<file path="config.mk">
export PLATFORM = sky130hd
export DESIGN_NAME = fetch_unit_flat
export DESIGN_NICKNAME = d
export VERILOG_FILES = /design/src/rtl/fetch_unit_if.sv /design/src/rtl/fetch_unit.sv /design/src/flat_wrapper.sv
export SDC_FILE = /design/constraint.sdc
export NUM_CORES = 1
export LEC_CHECK = 0
export ABC_AREA = 1
export BUFFER_PORTS_ARGS = -buffer_cell sky130_fd_sc_hd__buf_2
export CORE_ASPECT_RATIO = 0.75
export CORE_UTILIZATION = 45
export CTS_CLUSTER_SIZE = 25
export DETAILED_ROUTE_END_ITERATION = 6
export PLACE_DENSITY = 0.66
export SETUP_SLACK_MARGIN = 0.5
export SLEW_MARGIN = 20
export SYNTH_ARGS = -nofsm -noshare
export SYNTH_HDL_FRONTEND = slang
export SYNTH_SLANG_ARGS = --single-unit
</file>
<file path="constraint.sdc">
create_clock -name clk -period 3 [get_ports clk]
set_clock_uncertainty 0.05 [all_clocks]
set_input_delay 0.15 -clock clk [delete_from_list [all_inputs] [get_ports clk]]
set_output_delay 0.15 -clock clk [all_outputs]
set_load 0.01 [all_outputs]
</file>
<file path="src/rtl/fetch_unit_if.sv">
// fetch_unit_if: instruction-memory request/response and decoder
// handshake bundle around the fetch unit.
interface fetch_unit_if;
  logic        imemReq;
  logic        imemGnt;
  logic [31:0] imemAddr;
  logic        imemRvalid;
  logic [31:0] imemRdata;
  logic        instrValid;
  logic        instrReady;
  logic [31:0] instr;
  logic [31:0] instrPC;
  logic        instrIllegal;
  logic        redirect;
  logic [31:0] redirectPC;

  modport master (
    output imemReq, imemAddr,
    output instrValid, instr, instrPC, instrIllegal,
    input  imemGnt, imemRvalid, imemRdata,
    input  instrReady, redirect, redirectPC
  );

  modport slave (
    input  imemReq, imemAddr,
    input  instrValid, instr, instrPC, instrIllegal,
    output imemGnt, imemRvalid, imemRdata,
    output instrReady, redirect, redirectPC
  );
endinterface

</file>
<file path="src/rtl/fetch_unit.sv">
// fetch_unit: in-order instruction fetch with a DEPTH-entry buffer.
// Define FETCH_ILLEGAL_CHECK_EN to flag non-32-bit encodings.
module fetch_unit #(
  parameter logic [31:0] RESET_PC = 32'h0000_0000,
  parameter int          DEPTH    = 2
) (
  input logic          clk,
  input logic          resetn,
  fetch_unit_if.master bus
);
  localparam int AW = (DEPTH > 1) ? $clog2(DEPTH) : 1;
  localparam int CW = $clog2(DEPTH + 1);
  localparam int NE = 1 << AW;

  localparam logic [0:0] ST_FETCH = 1'b0;
  localparam logic [0:0] ST_FLUSH = 1'b1;

  logic [0:0]    state_q, state_d;
  logic          req_en_q;
  logic [31:0]   fetch_pc_q, fetch_pc_d;
  logic [31:0]   rsp_pc_q, rsp_pc_d;
  logic [CW-1:0] outst_q, outst_d;
  logic [CW-1:0] occ_q, occ_d;
  logic [CW-1:0] drop_q, drop_d;
  logic [AW-1:0] head_q, head_d;
  logic [AW-1:0] tail_q, tail_d;
  logic [31:0]   data_q [NE];
  logic [31:0]   pc_q   [NE];

  logic xfer, rsp, drop_rsp, push, pop;

  function automatic logic [AW-1:0] nxt(
    input logic [AW-1:0] p
  );
    return (p == AW'(DEPTH - 1)) ? '0 : p + 1'b1;
  endfunction

  assign bus.imemReq = req_en_q
    && (state_q == ST_FETCH)
    && (({1'b0, outst_q} + {1'b0, occ_q})
        < (CW + 1)'(DEPTH));
  assign bus.imemAddr = fetch_pc_q;

  assign xfer     = bus.imemReq & bus.imemGnt;
  assign rsp      = bus.imemRvalid
                  & (outst_q != '0);
  assign drop_rsp = rsp & (drop_q != '0);
  assign push     = rsp & ~drop_rsp
                  & ~bus.redirect;
  assign pop      = bus.instrValid
                  & bus.instrReady
                  & ~bus.redirect;

  assign bus.instrValid = (occ_q != '0);
  assign bus.instr      = data_q[head_q];
  assign bus.instrPC    = pc_q[head_q];

  // Next-state: counters, pointers and redirect override.
  always_comb begin
    outst_d    = outst_q + CW'(xfer) - CW'(rsp);
    drop_d     = drop_q - CW'(drop_rsp);
    state_d    = (drop_d == '0) ? ST_FETCH : state_q;
    fetch_pc_d = fetch_pc_q
               + (xfer ? 32'd4 : 32'd0);
    rsp_pc_d   = rsp_pc_q
               + (push ? 32'd4 : 32'd0);
    occ_d      = occ_q + CW'(push) - CW'(pop);
    head_d     = pop ? nxt(head_q) : head_q;
    tail_d     = push ? nxt(tail_q) : tail_q;
    if (bus.redirect) begin
      fetch_pc_d = bus.redirectPC
                 & 32'hFFFF_FFFC;
      rsp_pc_d   = fetch_pc_d;
      occ_d      = '0;
      head_d     = '0;
      tail_d     = '0;
      drop_d     = outst_d;
      state_d    = (outst_d != '0)
                 ? ST_FLUSH : ST_FETCH;
    end
  end

  // Control state registers.
  always_ff @(posedge clk or negedge resetn) begin
    if (!resetn) begin
      state_q    <= ST_FETCH;
      req_en_q   <= 1'b0;
      fetch_pc_q <= RESET_PC;
      rsp_pc_q   <= RESET_PC;
      outst_q    <= '0;
      occ_q      <= '0;
      drop_q     <= '0;
      head_q     <= '0;
      tail_q     <= '0;
    end else begin
      state_q    <= state_d;
      req_en_q   <= 1'b1;
      fetch_pc_q <= fetch_pc_d;
      rsp_pc_q   <= rsp_pc_d;
      outst_q    <= outst_d;
      occ_q      <= occ_d;
      drop_q     <= drop_d;
      head_q     <= head_d;
      tail_q     <= tail_d;
    end
  end

  // Buffer storage written at the tail on push.
  always_ff @(posedge clk or negedge resetn) begin
    if (!resetn) begin
      for (int i = 0; i < NE; i++) begin
        data_q[i] <= '0;
        pc_q[i]   <= '0;
      end
    end else if (push) begin
      data_q[tail_q] <= bus.imemRdata;
      pc_q[tail_q]   <= rsp_pc_q;
    end
  end

`ifdef FETCH_ILLEGAL_CHECK_EN
  logic ill_q [NE];

  // Illegal flag computed once, when the word enters the buffer.
  always_ff @(posedge clk or negedge resetn) begin
    if (!resetn) begin
      for (int i = 0; i < NE; i++)
        ill_q[i] <= 1'b0;
    end else if (push) begin
      ill_q[tail_q] <= ~&bus.imemRdata[1:0];
    end
  end

  assign bus.instrIllegal = ill_q[head_q];
`else
  assign bus.instrIllegal = 1'b0;
`endif
endmodule

</file>
<file path="src/flat_wrapper.sv">
// flat-port wrapper written by rule: the top's interface ports become plain ports
module fetch_unit_flat 
#(
  parameter logic [31:0] RESET_PC = 32'h0000_0000,
  parameter int          DEPTH    = 2
)
  (clk, resetn, bus_imemReq, bus_imemAddr, bus_instrValid, bus_instr, bus_instrPC, bus_instrIllegal, bus_imemGnt, bus_imemRvalid, bus_imemRdata, bus_instrReady, bus_redirect, bus_redirectPC);
  fetch_unit_if bus_i ();
  input logic clk;
  input logic resetn;
  output wire logic [$bits(bus_i.imemReq)-1:0] bus_imemReq;
  output wire logic [$bits(bus_i.imemAddr)-1:0] bus_imemAddr;
  output wire logic [$bits(bus_i.instrValid)-1:0] bus_instrValid;
  output wire logic [$bits(bus_i.instr)-1:0] bus_instr;
  output wire logic [$bits(bus_i.instrPC)-1:0] bus_instrPC;
  output wire logic [$bits(bus_i.instrIllegal)-1:0] bus_instrIllegal;
  input wire logic [$bits(bus_i.imemGnt)-1:0] bus_imemGnt;
  input wire logic [$bits(bus_i.imemRvalid)-1:0] bus_imemRvalid;
  input wire logic [$bits(bus_i.imemRdata)-1:0] bus_imemRdata;
  input wire logic [$bits(bus_i.instrReady)-1:0] bus_instrReady;
  input wire logic [$bits(bus_i.redirect)-1:0] bus_redirect;
  input wire logic [$bits(bus_i.redirectPC)-1:0] bus_redirectPC;
  assign bus_imemReq = bus_i.imemReq;
  assign bus_imemAddr = bus_i.imemAddr;
  assign bus_instrValid = bus_i.instrValid;
  assign bus_instr = bus_i.instr;
  assign bus_instrPC = bus_i.instrPC;
  assign bus_instrIllegal = bus_i.instrIllegal;
  assign bus_i.imemGnt = bus_imemGnt;
  assign bus_i.imemRvalid = bus_imemRvalid;
  assign bus_i.imemRdata = bus_imemRdata;
  assign bus_i.instrReady = bus_instrReady;
  assign bus_i.redirect = bus_redirect;
  assign bus_i.redirectPC = bus_redirectPC;
  fetch_unit #(.RESET_PC(RESET_PC), .DEPTH(DEPTH)) u_core (.clk(clk), .resetn(resetn), .bus(bus_i));
endmodule
</file>
# Word level (Yosys, flattened, before mapping)

Cells that the tools add are included.

Register bits: 202
Output and inout bits: 99
Word-level logic and storage cells: 75

$add $sub $neg: 10
Order comparisons: 4
Muxes and demuxes: 25
Bitwise operators: 12
Reductions and logical operators: 11

Operators by type and width:

| operator              | count |
|---|---|
| $mux W32              | 9 |
| $bwmux W64            | 2 |
| $add A32 B32 Y32      | 2 |
| $demux W32 S1         | 1 |
| $reduce_bool A2 Y1    | 7 |
| $mux W1               | 9 |
| $and A1 B1 Y1         | 7 |
| $mux W3               | 2 |
| $sub A2 B1 Y2         | 3 |
| $add A2 B1 Y2         | 2 |
| $ge A2 B2 Y1 const B  | 2 |
| $mux W2               | 2 |
| $not A1 Y2            | 2 |
| $add A2 B2 Y3         | 1 |
| $logic_and A1 B1 Y1   | 3 |
| $lt A3 B2 Y1 const B  | 1 |
| $not A1 Y1            | 3 |
| $add A1 B1 Y1 const B | 2 |
| $logic_not A2 Y1      | 1 |
| $lt A2 B1 Y1 const B  | 1 |

# Logic depth before layout (Yosys ltp)

Gate-level depths: netlist (run 1).

Depth after elaboration: 9
Mapped depth: 16
Mapped depth without buffers: 16

# Worst setup path after synthesis (run 1)

Ideal clock, no wire load.

Path kind: register -> register
Start point: register u_core.outst_q[0]
End point: register u_core.fetch_pc_q[20], in the netlist u_core.bus.imemAddr[20]
Setup time: 0.136 ns
Data arrival time: 2.126 ns
Slack: 0.688 ns
Stages on the path, launching flop included: 15
Period minus slack after synthesis: 2.312 ns
Cell sequence: dfrtp_1 -> nand2_1 -> inv_1 -> fa_1 -> nor2_1 -> nand3_1 -> inv_1 -> ha_1 -> nand2_2 -> nor2_4 -> nand3b_1 -> nor2_2 -> nand2_1 -> nand3_1 -> o21ai_0

Cells in the longest elaborated chain, start to end: 7

RTL lines:

| item                            | RTL line          | source |
|---|---|---|
| start, declared                 | fetch_unit.sv:22  | `logic [CW-1:0] outst_q, outst_d;` |
| start signal, assigned          | fetch_unit.sv:100 | `outst_q <= outst_d;` |
| $add A2 B2 Y3                   | fetch_unit.sv:40  | `&& (({1'b0, outst_q} + {1'b0, occ_q})` |
| $lt A3 B2 Y1                    | fetch_unit.sv:41  | `< (CW + 1)'(DEPTH));` |
| $logic_and A1 B1 Y1             | fetch_unit.sv:40  |  |
| $and A1 B1 Y1                   | fetch_unit.sv:44  | `assign xfer = bus.imemReq & bus.imemGnt;` |
| $mux W3                         | fetch_unit.sv:64  | `+ (xfer ? 32'd4 : 32'd0);` |
| $add A32 B32 Y32                | fetch_unit.sv:64  |  |
| $mux W32                        | fetch_unit.sv:70  | `if (bus.redirect) begin` |
| named net u_core.fetch_pc_d[20] | fetch_unit.sv:20  | `logic [31:0] fetch_pc_q, fetch_pc_d;` |
| end signal, assigned            | fetch_unit.sv:98  | `fetch_pc_q <= fetch_pc_d;` |
| end, declared                   | fetch_unit.sv:20  |  |

The timed path passes the listed nets, and every way through them passes these cells.
A chain may end at the register's enable or synchronous reset.

# Final worst setup path (run 1)

Start point: register u_core.occ_q[0]
End point: register u_core.fetch_pc_q[14], in the netlist u_core.bus.imemAddr[14]

Cells in the longest elaborated chain, start to end: 7

RTL lines:

| item                            | RTL line          | source |
|---|---|---|
| start, declared                 | fetch_unit.sv:23  | `logic [CW-1:0] occ_q, occ_d;` |
| start signal, assigned          | fetch_unit.sv:91  | `occ_q <= '0;` |
| start signal, assigned          | fetch_unit.sv:101 | `occ_q <= occ_d;` |
| $add A2 B2 Y3                   | fetch_unit.sv:40  |  |
| $lt A3 B2 Y1                    | fetch_unit.sv:41  |  |
| $logic_and A1 B1 Y1             | fetch_unit.sv:40  |  |
| $and A1 B1 Y1                   | fetch_unit.sv:44  |  |
| $mux W3                         | fetch_unit.sv:64  |  |
| $add A32 B32 Y32                | fetch_unit.sv:64  |  |
| $mux W32                        | fetch_unit.sv:70  |  |
| named net u_core.fetch_pc_d[14] | fetch_unit.sv:20  |  |

The timed path passes the listed nets, and every way through them passes these cells.

==> results.sh, run 1 <==
export IMPL_cp_start_kind="flop"
export IMPL_setup_ws_ns=0.519
export IMPL_fmax_ghz=0.403
export IMPL_die_x_um=172
export IMPL_fin_crit_sh_pct=82.7
export IMPL_ir_worst_vdd_mv=0.337
export IMPL_clkTransAtPathRegs_ns=0.08
export IMPL_route_detailed_drc=0
export IMPL_slew_violations=0
export IMPL_grt_max_degree=80
export IMPL_nets=1593
export IMPL_synth_async_sr_flop_share_pct=100
export IMPL_grt_pass1_vias=8076
export IMPL_hold_viol=0
export IMPL_place_ws_ns=0.341
export IMPL_synth_top_cell_area_share_pct=49.8
export IMPL_max_stage_delay_ns=0.50
export IMPL_crit_buf_inv=3
export IMPL_clock_path_buffers=2
export IMPL_required_ns=3.28
export IMPL_core_area_sq_mm=0.0212
export IMPL_dp_hpwl_um=17200
export IMPL_ys_flop_type="dfrtp_1"
export IMPL_num_io_pins=169
export IMPL_ys_seq_area_share_pct=49.8
export IMPL_wl_per_cell_um=14.1
export IMPL_p_leak_nw=6.40
export IMPL_numCtsBuffers=17
export IMPL_initial_core_util_pct=46.0
export IMPL_area_growth_pct=25.2
export IMPL_worstMarginPinSlew_ns=0.737
export IMPL_synth_compound_area_share_pct=10.2
export IMPL_track_usage_pct=23.5
export IMPL_numClockSinks=194
export IMPL_path_cells="nand2_1, inv_2, fa_1, nor2_4, nand3_2, inv_2, ha_4, nand2_4, nor2_4, buf_4, nand2_4, nor2_4, a21oi_1, o21ai_0, o21ai_1"
export IMPL_tritoncts="done"
export IMPL_drt_wl_total_um=25600
export IMPL_gp_congestion=0.905
export IMPL_yosysMostFrequentCell="nand2_1"
export IMPL_synthTopCellsByCount="nand2_1, dfrtp_1, inv_1"
export IMPL_tns_ns=0
export IMPL_yosysTopAreaCell="dfrtp_1"
export IMPL_final_antenna_net_count=0
export IMPL_worst_skew_pair_late_latency_ns=0.45
export IMPL_antenna_cells=0
export IMPL_power_mw=9.14
export IMPL_viasPerCell=4.89
export IMPL_finish_utilization_pct=57.6
export IMPL_status="completed"
export IMPL_cp_arrival_ns=2.76
export IMPL_die_area_sq_mm=0.0223
export IMPL_fin_area_sq_mm=0.0122
export IMPL_syn_inst=1304
export IMPL_hp_class="in2reg"
export IMPL_grt_setup_unrepaired="true"
export IMPL_cpMostUsedCell="nor2_4"
export IMPL_ys_ff_latch=194
export IMPL_postPlaceCellArea_sq_mm=0.0108
export IMPL_synth_area_mux_share_pct=0
export IMPL_ys_warn_count=0
export IMPL_synthXorXnorAreaFrac_pct=0.899
export IMPL_slew_headroom_pct=50.9
export IMPL_synth_top_family_by_area="simple AND/OR/NAND/NOR gates"
export IMPL_p_per_area_mw_per_mm2=749
export IMPL_synthTopCellsByArea="dfrtp_1, nand2_1, o21ai_1"
export IMPL_path_max_fanout=5
export IMPL_cp_end_kind="flop"
export IMPL_setup_viol=0
export IMPL_critPathKind="reg2reg"
export IMPL_drtIter0Drc=697
export IMPL_cp_top_family="simple AND/OR/NAND/NOR gates"
export IMPL_ctsHtreeMaxLevel=4
export IMPL_placementRows=46
export IMPL_cpMaxStageDelayCell="fa_1"
export IMPL_synth_edf_count=0
export IMPL_synth_simple_area_share_pct=29.9
export IMPL_synth_adder_area_share_pct=1.10
export IMPL_overflow=0
export IMPL_port_buffers=161
export IMPL_drive_above_1_share_pct=17.2
export IMPL_avgSynthCellArea_sq_um=7.47
export IMPL_drt_pass1_iter_count=5
export IMPL_cts_root_buffer="clkbuf_16"
export IMPL_num_vias=8887
export IMPL_netlist_area_sq_mm=0.00974
export IMPL_die_h_um=129
export IMPL_grt_pass1_wl_um=40800
export IMPL_fin_crit_ns=2.48
export IMPL_antenna_found_initial=0
export IMPL_cap_violations=0
export IMPL_yosysUniqueCellTypes=34
## logic make-up after synthesis
kind of cell,after synthesis
buf+inv,173
xor+xnor,10
other cells,2
simple gates,726
flops,194
compound gates,191
fa+ha+maj,8
## path summary, 6_finish.rpt
kind / startpoint / to / slack (ns) / depth (start not counted)
max: u_core.occ_q[0] / u_core.bus.imemAddr[14] / 0.52 / 15
min reg2reg: u_core.data_q[0] / u_core.data_q[0] / 0.44 / 2
max reg2reg: u_core.occ_q[0] / u_core.bus.imemAddr[14] / 0.52 / 15
max in group asynchronous: resetn / u_core.pc_q[21] / 1.84 / 3
min in group asynchronous: resetn / u_core.data_q[59] / 0.25 / 2
min: bus_imemGnt / u_core.outst_q[0] / 0.06 / 4
## metrics by stage
| step | std cells | hold slack, ns |
|---|---|---|
| finish | 1816 | 0.0612 |
| global route | 1816 | 0.0826 |
| CTS | 1809 | 0.0474 |
| detailed placement | 1712 | 0.189 |
| global placement | 1712 | 0.188 |
| floorplan | 1308 | -0.196 |
## sequential cells by signal (all words and copies together), names as in the netlist
name	count
u_core.data_q	64
u_core.pc_q	60
u_core.bus.imemAddr	30
u_core.rsp_pc_q	30
u_core.drop_q	2
u_core.occ_q	2
u_core.outst_q	2
u_core.head_q	1
u_core.req_en_q	1
u_core.state_q	1
u_core.tail_q	1
## worst reg2reg max path, cell delays in order (launching register included)
cell and delay, ns:
dfrtp_1 0.39, nand2_1 0.07, inv_2 0.04, fa_1 0.50, nor2_4 0.16, nand3_2 0.10, inv_2 0.09, ha_4 0.13
nand2_4 0.06, nor2_4 0.19, buf_4 0.15, nand2_4 0.06, nor2_4 0.13, a21oi_1 0.07, o21ai_0 0.09, o21ai_1 0.08
## layout make-up
type | instances | area (sq um)
inverter | 117 | 442
clock inverter | 15 | 200
fill | 1992 | 8980
tap | 288 | 360
sequential | 194 | 4860
multi-input combinational | 941 | 4240
timing repair buffer | 244 | 1680
clock buffer | 17 | 425
## cell usage in the layout (no fill, tap or decap), types with 9 or more instances in the layout
master         instances
nand2_1              560
nor2_2                 9
nand3_1               40
buf_2                160
inv_1                110
dlygate4sd3_1         64
dfrtp_1              193
a21oi_1               14
o21ai_0               47
nor2_1                82
o21ai_1              116
clkbuf_16             17
nor2_4                 9
buf_4                 11
## per-layer routing
| metal | wire length (um) | GRT usage, % | vias up | share of wire, % |
|---|---|---|---|---|
| li1 | - | - | 4485 | - |
| met3 | 1660 | 4.52 | 24 | 6.5 |
| met2 | 10700 | 34.1 | 293 | 42 |
| met5 | 0 | 0 | - | 0 |
| met1 | 12900 | 35.8 | 4085 | 50 |
| met4 | 296 | 5.41 | 0 | 1.2 |
## timing repair
| action | in CTS | in global routing |
|---|---|---|
| setup buffers | 1 | 7 |
| hold endpoints to repair | 199 | 0 |
| setup endpoints to repair | 19 | 24 |
| pin swaps | 3 | 10 |
| hold buffers | 64 | 0 |
| gates resized for setup | 4 | 34 |
## report_power, final
part	total [mW]	switching [mW]	internal, mW	leakage, nW
clock	2.38	1.22	1.16	0.303
sequential	3.92	0.490	3.43	2.47
combinational	2.84	1.67	1.17	3.62
total	9.14	3.39	5.76	6.40
Note: power is estimated with default switching activity, not from simulation.
==> run 2, diff against run 1 <==
==> constraint.sdc (replaced) <==
create_clock -name clk -period 2.6 [get_ports clk]
set_clock_uncertainty 0.05 [all_clocks]
set_input_delay 0.13 -clock clk [delete_from_list [all_inputs] [get_ports clk]]
set_output_delay 0.13 -clock clk [all_outputs]
set_load 0.01 [all_outputs]
==> run 2 against run 1 <==
Setup slack got worse by 0.48 ns. Count of clock-buffer cells in the layout is 1 higher. Clock power increased by 8.8%. Routed wire length grew 3.9%. Register-to-register slack worse by 0.48 ns. Power grew 17%. Non-clock buffer count increased by 30. Sequential cell count unchanged. Via count up 2.6%. Global-route usage increased by 0.36 points. Critical path depth rose by 1. Core utilization is 2.4 points higher. Critical path type unchanged. Largest cell class unchanged.
==> results.sh, run 2 (synthesized netlist as in run 1, its figures left out) <==
export IMPL_status="completed"
export IMPL_grt_pass1_vias=8164
export IMPL_fin_crit_sh_pct=98.5
export IMPL_placementRows=46
export IMPL_cap_violations=0
export IMPL_dp_hpwl_um=17200
export IMPL_clkTransAtPathRegs_ns=0.08
export IMPL_stdcell_count=1846
export IMPL_cts_root_buffer="clkbuf_16"
export IMPL_track_usage_pct=23.8
export IMPL_numCtsBuffers=17
export IMPL_die_h_um=129
export IMPL_cp_arrival_ns=2.81
export IMPL_drtIter0Drc=813
export IMPL_reg_top3="u_core.data_q x64, u_core.pc_q x60"
export IMPL_p_per_area_mw_per_mm2=841
export IMPL_area_growth_pct=30.4
export IMPL_gp_congestion=0.934
export IMPL_ctsHtreeMaxLevel=4
export IMPL_antenna_found_initial=0
export IMPL_grt_setup_unrepaired="true"
export IMPL_initial_core_util_pct=46.0
export IMPL_grt_pass1_wl_um=41300
export IMPL_tns_ns=0
export IMPL_setup_viol=0
export IMPL_num_io_pins=169
export IMPL_grt_max_degree=85
export IMPL_drive_above_1_share_pct=21.0
export IMPL_ir_worst_vdd_mv=0.439
export IMPL_critPathKind="reg2reg"
export IMPL_cp_end_kind="flop"
export IMPL_antenna_cells=0
export IMPL_worstHoldStart="bus_imemGnt"
export IMPL_slew_headroom_pct=49.1
export IMPL_tritoncts="done"
export IMPL_path_max_fanout=5
export IMPL_finish_utilization_pct=60.0
export IMPL_drt_pass1_iter_count=5
export IMPL_port_buffers=161
export IMPL_numPlacedInstances=1716
export IMPL_route_detailed_drc=0
export IMPL_largest_reg_flops=64
export IMPL_viasPerCell=4.94
export IMPL_r2r_slack_ns=0.04
export IMPL_worst_skew_pair_late_latency_ns=0.44
export IMPL_min_to="u_core.outst_q[0]"
export IMPL_r2r_end="u_core.bus.imemAddr[18]"
export IMPL_regMostFlops="u_core.data_q"
export IMPL_fin_hold_ws_ns=0.0615
export IMPL_setup_ws_ns=0.0390
export IMPL_drt_wl_total_um=26600
export IMPL_wl_per_cell_um=14.4
export IMPL_place_ws_ns=0.0878
export IMPL_cp_start_kind="flop"
export IMPL_r2r_cells=16
export IMPL_min_path_cells=4
export IMPL_hp_class="in2reg"
export IMPL_clock_path_buffers=2
export IMPL_numClockSinks=194
export IMPL_p_leak_nw=6.59
export IMPL_overflow=0
export IMPL_final_common_cell="nand2_1"
export IMPL_nets=1623
export IMPL_num_vias=9120
export IMPL_core_area_sq_mm=0.0212
export IMPL_final_antenna_net_count=0
export IMPL_slew_violations=0
export IMPL_worstMarginPinSlew_ns=0.764
export IMPL_reg2reg_from="u_core.outst_q[0]"
export IMPL_hold_viol=0
export IMPL_layout_common_cells="nand2_1, dfrtp_1, buf_2"
export IMPL_required_ns=2.85
export IMPL_fmax_ghz=0.390
export IMPL_die_area_sq_mm=0.0223
export IMPL_die_x_um=172
export IMPL_fin_crit_ns=2.56
[run 2: cell count changes in the layout (fill, tap and decap cells not counted), sizes merged]
cell	previous run	this run
inv	126	121
clkinv	6	10
clkbuf	18	19
buf	179	209
[run 2: power by group]
part	switching, mW	internal, mW	leakage, nW
Clock	1.31	1.28	0.283
Sequential	0.574	3.95	2.47
Combinational	2.02	1.55	3.83
[run 2: critical path, stage by stage, from the launching register on]
cell and delay, ns:
dfrtp_1 0.39, nand2_1 0.07, inv_2 0.04, fa_1 0.49, nor2_2 0.14, nand3_2 0.11
inv_2 0.11, ha_4 0.13, nand2_4 0.06, nor2_4 0.16, buf_4 0.14, buf_6 0.09
nand2_4 0.06, nor2_4 0.14, nand3_2 0.08, nand2_1 0.09, o21ai_1 0.07
[run 2: per-layer routing]
metal | vias up | global-route usage, % | share of wire, %
met5 | - | 0 | 0
met4 | 0 | 6.77 | 1.1
met3 | 19 | 4.73 | 7.6
met2 | 323 | 35.6 | 43
met1 | 4245 | 35.0 | 48
li1 | 4533 | - | -
[run 2: what timing repair did]
item | in CTS | in global routing
hold buffers | 64 | 0
setup endpoints to repair | 38 | 134
endpoints found under the hold margin | 205 | 0
buffers inserted | 22 | 12
pin swaps | 14 | 25
gates resized for setup | 45 | 78
[run 2: area by class of cell]
class                           count  area [sq um]
Fill cell                        1938          8470
Sequential cell                   194          4860
Multi-Input combinational cell    941          4470
Timing Repair Buffer              274          1990
Inverter                          117           457
Clock buffer                       18           429
Tap cell                          288           360
Clock inverter                     14           148
[run 2: worst max path at each step]
| stage | from | end | slack (ns) | cells past startpoint |
|---|---|---|---|---|
| final | u_core.outst_q[0] | u_core.bus.imemAddr[18] | 0.04 | 16 |
| after global routing | u_core.outst_q[0] | u_core.bus.imemAddr[20] | -0.10 | 14 |
| after CTS | u_core.occ_q[1] | u_core.state_q | 0.1 | 15 |
| after global placement | u_core.outst_q[0] | u_core.bus.imemAddr[24] | 0.18 | 14 |
| after detailed placement | u_core.outst_q[0] | u_core.bus.imemAddr[20] | 0.09 | 14 |
| after floorplan | u_core.outst_q[0] | u_core.bus.imemAddr[20] | 0.34 | 14 |
[run 2: stage by stage]
step | total power, mW | area [sq um]
detailed placement | 7.76 | 10800
finish | 10.7 | 12700
CTS | 10.6 | 12400
floorplan | 6.56 | 9770
global placement | 7.66 | 10800
global route | 11.5 | 12700
